==> src/rtl/fib_bcd_if.sv <==
// Handshake bundle between the Fibonacci generator side and the BCD converter:
// start/value request in, BCD result with digit count and valid pulse out.
interface fib_bcd_if #(
   parameter int WIDTH  = 16,
   parameter int DIGITS = 5
);
   logic                  start;
   logic [WIDTH-1:0]      bin_in;
   logic                  busy;
   logic                  valid;
   logic [4*DIGITS-1:0]   bcd_out;
   logic [2:0]            digits_used;

   modport master (
      output start, bin_in,
      input  busy, valid, bcd_out, digits_used
   );

   modport slave (
      input  start, bin_in,
      output busy, valid, bcd_out, digits_used
   );
endinterface

==> src/rtl/fib_bcd_converter.sv <==
// Sequential double-dabble binary-to-BCD converter, one shift per clock.
// Optional multiplexed 7-segment scan driver enabled by macro SEG_SCAN_EN.
module fib_bcd_converter #(
   parameter int WIDTH  = 16,
   parameter int DIGITS = 5
`ifdef SEG_SCAN_EN
   ,
   parameter int SCAN_DIV = 50000
`endif
) (
   input  logic          clk,
   input  logic          reset,
   fib_bcd_if.slave      bus
`ifdef SEG_SCAN_EN
   ,
   output logic [6:0]        seg,
   output logic [DIGITS-1:0] an
`endif
);
   localparam int CNT_W = (WIDTH > 1) ? $clog2(WIDTH) : 1;

   typedef enum logic {IDLE, CONVERT} state_t;

   state_t              state_q;
   logic                start_q;
   logic [WIDTH-1:0]    shift_q;
   logic [4*DIGITS-1:0] scratch_q;
   logic [CNT_W-1:0]    count_q;
   logic                busy_q;
   logic                valid_q;
   logic [4*DIGITS-1:0] bcd_q;
   logic [2:0]          used_q;

   logic                start_rise;
   logic [4*DIGITS-1:0] adj;
   logic [4*DIGITS-1:0] scratch_d;
   logic [WIDTH-1:0]    shift_d;
   logic [CNT_W-1:0]    count_d;
   logic [2:0]          used_d;

   assign start_rise = bus.start & ~start_q;

   // Add-3 correction keeps each nibble a legal BCD digit after the next shift.
   genvar gi;
   generate
      for (gi = 0; gi < DIGITS; gi++) begin : g_adj
         assign adj[gi*4 +: 4] = (scratch_q[gi*4 +: 4] >= 4'd5) ?
                                 scratch_q[gi*4 +: 4] + 4'd3 : scratch_q[gi*4 +: 4];
      end
   endgenerate

   assign scratch_d = {adj[4*DIGITS-2:0], shift_q[WIDTH-1]};
   assign shift_d   = {shift_q[WIDTH-2:0], 1'b0};
   assign count_d   = count_q + 1'b1;

   always_comb begin
      used_d = 3'd1;
      for (int i = 0; i < DIGITS; i++) begin
         if (scratch_d[i*4 +: 4] != 4'd0) used_d = 3'(i + 1);
      end
   end

   always_ff @(posedge clk or negedge reset) begin
      if (!reset) begin
         state_q   <= IDLE;
         start_q   <= 1'b0;
         shift_q   <= '0;
         scratch_q <= '0;
         count_q   <= '0;
         busy_q    <= 1'b0;
         valid_q   <= 1'b0;
         bcd_q     <= '0;
         used_q    <= 3'd1;
      end else begin
         start_q <= bus.start;
         valid_q <= 1'b0;
         case (state_q)
            IDLE: begin
               if (start_rise) begin
                  shift_q   <= bus.bin_in;
                  scratch_q <= '0;
                  count_q   <= '0;
                  busy_q    <= 1'b1;
                  state_q   <= CONVERT;
               end
            end
            CONVERT: begin
               scratch_q <= scratch_d;
               shift_q   <= shift_d;
               count_q   <= count_d;
               if (count_q == CNT_W'(WIDTH - 1)) begin
                  bcd_q   <= scratch_d;
                  used_q  <= used_d;
                  valid_q <= 1'b1;
                  busy_q  <= 1'b0;
                  state_q <= IDLE;
               end
            end
            default: state_q <= IDLE;
         endcase
      end
   end

   assign bus.busy        = busy_q;
   assign bus.valid       = valid_q;
   assign bus.bcd_out     = bcd_q;
   assign bus.digits_used = used_q;

`ifdef SEG_SCAN_EN
   localparam int PRE_W = (SCAN_DIV > 1) ? $clog2(SCAN_DIV) : 1;
   localparam int IDX_W = (DIGITS > 1) ? $clog2(DIGITS) : 1;

   logic [PRE_W-1:0] presc_q;
   logic [IDX_W-1:0] idx_q;
   logic [3:0]       digit_sel;
   logic [6:0]       seg_d;

   assign digit_sel = bcd_q[int'(idx_q)*4 +: 4];

   // Active-low segments, a in bit 0; digits at or above digits_used are blanked.
   always_comb begin
      case (digit_sel)
         4'h0: seg_d = 7'h40;
         4'h1: seg_d = 7'h79;
         4'h2: seg_d = 7'h24;
         4'h3: seg_d = 7'h30;
         4'h4: seg_d = 7'h19;
         4'h5: seg_d = 7'h12;
         4'h6: seg_d = 7'h02;
         4'h7: seg_d = 7'h78;
         4'h8: seg_d = 7'h00;
         4'h9: seg_d = 7'h10;
         4'hA: seg_d = 7'h08;
         4'hB: seg_d = 7'h03;
         4'hC: seg_d = 7'h46;
         4'hD: seg_d = 7'h21;
         4'hE: seg_d = 7'h06;
         default: seg_d = 7'h0E;
      endcase
      if (int'(idx_q) >= int'(used_q)) seg_d = 7'h7F;
   end

   always_ff @(posedge clk or negedge reset) begin
      if (!reset) begin
         presc_q <= '0;
         idx_q   <= '0;
         seg     <= 7'h7F;
         an      <= '1;
      end else begin
         if (presc_q == PRE_W'(SCAN_DIV - 1)) begin
            presc_q <= '0;
            idx_q   <= (idx_q == IDX_W'(DIGITS - 1)) ? '0 : idx_q + 1'b1;
         end else begin
            presc_q <= presc_q + 1'b1;
         end
         seg <= seg_d;
         an  <= ~(DIGITS'(1) << idx_q);
      end
   end
`endif
endmodule
==> src/flat_wrapper.sv <==
// flat-port wrapper written by rule: the top's interface ports become plain ports
module fib_bcd_converter_flat 
#(
   parameter int WIDTH  = 16,
   parameter int DIGITS = 5

)
  (clk, reset, bus_start, bus_bin_in, bus_busy, bus_valid, bus_bcd_out, bus_digits_used);
  fib_bcd_if #(.WIDTH(WIDTH), .DIGITS(DIGITS)) bus_i ();
  input  logic clk;
  input  logic reset;
  input wire logic [$bits(bus_i.start)-1:0] bus_start;
  input wire logic [$bits(bus_i.bin_in)-1:0] bus_bin_in;
  output wire logic [$bits(bus_i.busy)-1:0] bus_busy;
  output wire logic [$bits(bus_i.valid)-1:0] bus_valid;
  output wire logic [$bits(bus_i.bcd_out)-1:0] bus_bcd_out;
  output wire logic [$bits(bus_i.digits_used)-1:0] bus_digits_used;
  assign bus_i.start = bus_start;
  assign bus_i.bin_in = bus_bin_in;
  assign bus_busy = bus_i.busy;
  assign bus_valid = bus_i.valid;
  assign bus_bcd_out = bus_i.bcd_out;
  assign bus_digits_used = bus_i.digits_used;
  fib_bcd_converter #(.WIDTH(WIDTH), .DIGITS(DIGITS)) u_core (.clk(clk), .reset(reset), .bus(bus_i));
endmodule
==> config.mk <==
export PLATFORM = sky130hd
export DESIGN_NAME = fib_bcd_converter_flat
export DESIGN_NICKNAME = d
export VERILOG_FILES = /design/src/rtl/fib_bcd_if.sv /design/src/rtl/fib_bcd_converter.sv /design/src/flat_wrapper.sv
export SDC_FILE = /design/constraint.sdc
export NUM_CORES = 1
export LEC_CHECK = 0
export ABC_CLOCK_PERIOD_IN_PS = 3200
export BUFFER_PORTS_ARGS = -buffer_cell sky130_fd_sc_hd__buf_2
export CAP_MARGIN = 0
export CORE_MARGIN = 2
export CORE_UTILIZATION = 60
export CTS_CLUSTER_SIZE = 28
export DETAILED_ROUTE_END_ITERATION = 10
export GPL_TIMING_DRIVEN = 0
export HOLD_SLACK_MARGIN = 0.05
export PLACE_DENSITY = 0.83
export SLEW_MARGIN = 10
export SYNTH_ARGS = -nofsm -noshare
export SYNTH_HDL_FRONTEND = slang
export SYNTH_SLANG_ARGS = --single-unit
==> constraint.sdc <==
create_clock -name clk -period 3.2 [get_ports clk]
set_input_delay 0.64 -clock clk [delete_from_list [all_inputs] [get_ports clk]]
set_output_delay 0.64 -clock clk [all_outputs]
set_load 0.005 [all_outputs]
==> flow_metrics.py, run 1 <==
metrics = {
    "run_status": {
        "status": "complete, no violations",
    },
    "synth": {
        "syn_nets": 366,
        "synth_cells": 336,
        "synth.largest_area_cell": "dfrtp_1",
        "synth-seq-cells": 67,
        "synth.distinct_cells": 34,
        "synth_commonest_cells": "nand2_1 (84), dfrtp_1 (66), o21ai_0 (37), mux2i_1 (31), a21oi_1 (14)",
        "synth_area_leaders": "dfrtp_1 (50%), nand2_1 (9.6%), mux2i_1 (9.5%)",
        "syn_area_per_cell_um2": 9.73,
        "ys_warn_count": 0,
        "ys_seq_area_frac": 0.513,
        "synth_flop_cell": "dfrtp_1",
        "synth_edf_count": 0,
        "syn_area_um2": 3270,
        "synth.most_common_cell": "nand2_1",
        "synth_top_area_share": 0.505,
        "synthArstFlopShare": 1.00,
    },
    "critical_path": {
        "critPathSlowestCell": "dfrtp_1",
        "arrival_ns": 2.36,
        "reg2reg_depth": 7,
        "crit_required_ns": 3.44,
        "crit_path_start_kind": "flop",
        "cp-end-kind": "flop",
        "cp_top_family": "compound AO/OA/AOI/OAI gates",
        "cp.depth": 7,
        "slowest_delay_ns": 0.44,
        "crit_type": "flop to flop",
        "critPathBufInv": 1,
        "crit_chain": "inv_1 > ha_1 > nand2b_1 > a21oi_1 > mux2i_1 > o2111ai_1 > a32o_1",
        "critPathMaxFanout": 6,
    },
    "global_routing": {
        "overflow": 0,
        "grt_max_degree": 41,
        "grt_use_total": 0.253,
        "grt_first_pass_wirelength_um": 11700,
        "grt_pass1_vias": 2545,
        "antenna_found_initial": 0,
    },
    "clock_network": {
        "cts_buffers": 9,
        "cts-root-buf": "clkbuf_8",
        "cts_resized": 0,
        "clk_pin_slew_ns": 0.07,
        "cts_sinks": 67,
        "cts_tree": "yes",
        "clockBufferDepth": 2,
        "cts_setup_buffers": 0,
        "h-tree-depth": 3,
        "clock_latency_ns": 0.35,
        "cts_hold_buf": 0,
    },
    "die": {
        "row_count": 26,
        "die_y_um": 77.8,
        "die_w_um": 77.8,
        "core-area_um2": 5170,
        "initial_utilization": 0.632,
        "dieArea_um2": 6060,
        "ios": 44,
    },
    "timing": {
        "worst_slack_ns": 1.08,
        "layout_min_cycle_time_ns": 2.12,
        "tightest_slew_ns": 0.593,
        "setup_tns_ns": 0,
        "rsz0062_at_grt": "false",
        "fin_skew_ns": 0.00473,
        "hold_viol_final": 0,
        "period_share": 0.664,
        "max_freq_mhz": 471,
        "drv_slew": 0,
        "setup_viol": 0,
        "max-slew-margin-rel": 0.605,
    },
    "pwr": {
        "power_mw": 3.92,
        "seqPwrFrac": 0.378,
        "peakVddDrop_mv": 0.492,
        "power_density_nw_per_um2": 1030,
        "power_frac_comb": 0.443,
        "leakage_nw": 1.92,
        "pwr-share-clk": 0.180,
        "switching_share": 0.398,
        "p_int_mw": 2.36,
        "power_switching_mw": 1.56,
    },
    "min_path": {
        "hold_class": "input port to async pin",
    },
    "route": {
        "vias_per_cell": 5.58,
        "drtPass1Iterations": 5,
        "wl_per_cell_um": 14.8,
        "wl_um": 6890,
        "vias": 2594,
        "drt_iter0_markers": 180,
        "ant_nets": 0,
        "post-route-drc-count": 0,
    },
    "layout": {
        "syn_to_final_growth_pct": 15.9,
        "drive_above_1_share": 0.177,
        "nets": 421,
        "stdcell_count": 465,
        "fillCellCount": 369,
        "diodes": 0,
    },
    "placement": {
        "dp_slack_ns": 1.14,
        "io_buffers": 43,
        "hpwlAfterDp_um": 4790,
        "place_inst": 450,
        "gp_congestion": 0.850,
    },
    "run": {
        "drv_cap": 0,
    },
}
[stage by stage]
stage / hold slack (ns) / util / cell area [um^2]
after floorplan: 0.344 / - / 3270
after CTS: 0.202 / 0.733 / 3790
after detailed placement: 0.458 / 0.695 / 3600
final: 0.198 / 0.733 / 3790
after global placement: 0.455 / 0.691 / 3570
after global routing: 0.225 / 0.733 / 3790
[registers in the layout, indices dropped and copies added (netlist names)]
signal and flops:
u_core.shift_q 16, u_core.bus.digits_used 3, u_core.scratch_q 20, u_core.count_q 4, u_core.state_q 1, u_core.bus.bcd_out 20, u_core.bus.busy 1, u_core.bus.valid 1
u_core.start_q 1
[layout by cell type, fill, tap and decap left out, types with 3 or more instances in the layout]
| cell | count |
|---|---|
| a21oi_1 | 14 |
| and3_1 | 3 |
| buf_2 | 47 |
| clkbuf_1 | 13 |
| clkbuf_8 | 11 |
| dfrtp_1 | 66 |
| ha_1 | 11 |
| inv_1 | 11 |
| mux2_2 | 3 |
| mux2i_1 | 31 |
| nand2_1 | 84 |
| nand2b_1 | 6 |
| nand3_1 | 4 |
| nor2_1 | 7 |
| nor3b_1 | 9 |
| o21ai_0 | 37 |
| o31ai_1 | 6 |
| xnor2_1 | 6 |
[cell type report]
cell class	instances	area [um^2]	area share
flip-flops and latches	67	1680	0.443
multi-input cells	242	1490	0.392
repair buffers	44	238	0.0627
clock buffers	13	159	0.0419
well taps	70	87.6	0.0231
plain buffers	16	66.3	0.0175
inverters	11	41.3	0.0109
clock inverters	2	35.0	0.00924
[final timing paths]
kind	startpoint	to	slack [ns]
hold / removal	reset	u_core.scratch_q[14]	0.20
min in group clk	bus_start	u_core.start_q	0.42
setup / recovery	u_core.scratch_q[4]	u_core.bus.digits_used[1]	1.08
setup reg to reg	u_core.scratch_q[4]	u_core.bus.digits_used[1]	1.08
hold reg to reg	u_core.bus.bcd_out[13]	u_core.bus.bcd_out[13]	0.47
max in group asynchronous	reset	u_core.bus.digits_used[0]	2.43
[per-layer routing]
layer / vias to the layer above / GRT usage / routed length [um]
met2: 72 / 0.408 / 3260
met3: 19 / 0.0605 / 386
met1: 1245 / 0.317 / 3020
met5: - / 0 / 0
met4: 0 / 0.130 / 221
li1: 1258 / - / -
[power by group through the flow]
| stage | sequential, mW | clock, mW | combinational [mW] |
|---|---|---|---|
| after floorplan | 1.45 | 0 | 1.25 |
| after detailed placement | 1.48 | 0 | 1.72 |
| final | 1.48 | 0.704 | 1.73 |
| after global routing | 1.53 | 0.740 | 1.96 |
| after CTS | 1.47 | 0.713 | 1.74 |
| after global placement | 1.47 | 0 | 1.65 |
[cells by family after synthesis]
logic type               count (synthesis)  share of synthesized area
AND/OR/NAND/NOR                        123                      0.169
AO/OA/AOI/OAI                           68                      0.122
flip-flops                              67                      0.513
multiplexers                            34                      0.105
buffers and inverters                   27                     0.0329
adder cells (fa/ha/maj)                 11                     0.0421
XOR/XNOR                                 6                     0.0161
Note: power is estimated with default switching activity, not from simulation.
==> run 2: changes to the inputs <==
- ABC_CLOCK_PERIOD_IN_PS: 3200 -> 2150
- CORE_UTILIZATION: 60 -> 57
- PLACE_DENSITY: 0.83 -> 0.79
- clock period: 3.2 -> 2.15 ns (I/O delays scaled with it)
==> flow_metrics.py, run 2 (synthesized netlist as in run 1, its figures left out) <==
metrics = {
    "run_status": {
        "status": "complete, no violations",
    },
    "critical_path": {
        "cp-end-kind": "flop",
        "reg2reg_depth": 7,
        "crit_required_ns": 2.37,
        "crit_path_start_kind": "flop",
        "rrSetupSlack_ns": 0.18,
        "arrival_ns": 2.19,
        "critPathMaxFanout": 8,
        "crit_type": "flop to flop",
    },
    "clock_network": {
        "cts-root-buf": "clkbuf_8",
        "cts_buffers": 9,
        "h-tree-depth": 3,
        "cts_tree": "yes",
        "cts_setup_buffers": 0,
        "clock_latency_ns": 0.35,
        "cts_sinks": 67,
        "clockBufferDepth": 2,
        "clk_pin_slew_ns": 0.07,
    },
    "layout": {
        "seqCellArea_um2": 1680,
        "diodes": 0,
        "multi_input_area_um2": 1490,
        "nets": 422,
        "final_core_util": 0.685,
        "drive_above_1_share": 0.182,
        "final_cell_mix": "nand2_1 (84), dfrtp_1 (66), buf_2 (47), o21ai_0 (37), mux2i_1 (30)",
        "layout_commonest_cell": "nand2_1",
        "stdcell_area_um2": 3800,
        "syn_to_final_growth_pct": 16.1,
        "fillCellCount": 472,
        "stdcell_count": 467,
    },
    "placement": {
        "placedInstanceArea_um2": 3600,
        "gp_congestion": 0.839,
        "place_inst": 452,
        "dp_slack_ns": 0.156,
        "hpwlAfterDp_um": 4880,
        "io_buffers": 43,
    },
    "die": {
        "row_count": 27,
        "die_y_um": 79.8,
        "dieArea_um2": 6360,
        "core-area_um2": 5540,
        "initial_utilization": 0.590,
        "ios": 44,
        "die_w_um": 79.8,
    },
    "timing": {
        "max-slew-margin-rel": 0.593,
        "whs_ns": 0.226,
        "worst_slack_ns": 0.184,
        "period_share": 0.915,
        "hold_viol_final": 0,
        "fin_skew_ns": 0.0120,
        "tightest_slew_ns": 0.611,
        "max_freq_mhz": 509,
        "layout_min_cycle_time_ns": 1.97,
        "drv_slew": 0,
        "setup_viol": 0,
        "rsz0062_at_grt": "false",
        "setup_tns_ns": 0,
    },
    "min_path": {
        "whs_path_depth": 1,
        "hold_class": "input port to flop",
    },
    "global_routing": {
        "overflow": 0,
        "grt_max_degree": 44,
        "grt_pass1_vias": 2575,
        "grt_first_pass_wirelength_um": 11900,
        "grt_use_total": 0.246,
        "antenna_found_initial": 0,
    },
    "route": {
        "vias": 2553,
        "wl_um": 7000,
        "wl_per_cell_um": 15.0,
        "drt_iter0_markers": 199,
        "post-route-drc-count": 0,
        "ant_nets": 0,
        "vias_per_cell": 5.47,
        "drtPass1Iterations": 4,
    },
    "pwr": {
        "power_density_nw_per_um2": 1530,
        "leakage_nw": 1.92,
        "peakVddDrop_mv": 0.710,
        "power_mw": 5.80,
    },
    "run": {
        "drv_cap": 0,
    },
}
run 2: cell types whose count changed in the layout (fill, tap and decap cells not counted), sizes merged:
cell	delta
dlygate4sd3	+1
clkbuf	-2
clkinv	+1
run 2: final cells by class:
type	instances	area share
clock buffers	11	0.0372
inverters	11	0.0109
flip-flops and latches	67	0.442
well taps	72	0.0237
clock inverters	3	0.0105
plain buffers	16	0.0175
multi-input cells	242	0.393
repair buffers	45	0.0652
run 2: repair_timing:
action / CTS / global route
hold endpoints to repair: 24 / 0
hold buffers: 1 / 0
setup endpoints to repair: 0 / 1
gates resized for setup: 0 / 2
run 2: worst max-delay path, cell delays in order (launching register included):
cell       delay, ns
dfrtp_1         0.48
inv_1           0.12
ha_1            0.24
and2_1          0.18
a21oi_1         0.25
and3b_1         0.21
o2111ai_1       0.11
a32o_1          0.27
run 2: report_power, final:
group          switching, mW  internal, mW  total [mW]
Sequential             0.410          1.80        2.21
Clock                  0.450         0.551        1.00
Combinational           1.46          1.13        2.59
run 2: per-layer routing:
layer / track usage / vias to the layer above / routed length [um]
met5: 0 / - / 0
met4: 0.105 / 0 / 95
met3: 0.0554 / 13 / 355
met2: 0.394 / 63 / 3380
met1: 0.322 / 1222 / 3170
li1: - / 1255 / -
run 2: final timing paths:
check	end	from
setup / recovery	u_core.bus.digits_used[1]	u_core.scratch_q[8]
hold / removal	u_core.start_q	bus_start
setup reg to reg	u_core.bus.digits_used[1]	u_core.scratch_q[8]
hold reg to reg	u_core.bus.bcd_out[13]	u_core.bus.bcd_out[13]
max in group asynchronous	u_core.bus.digits_used[0]	reset
min in group asynchronous	u_core.bus.bcd_out[14]	reset
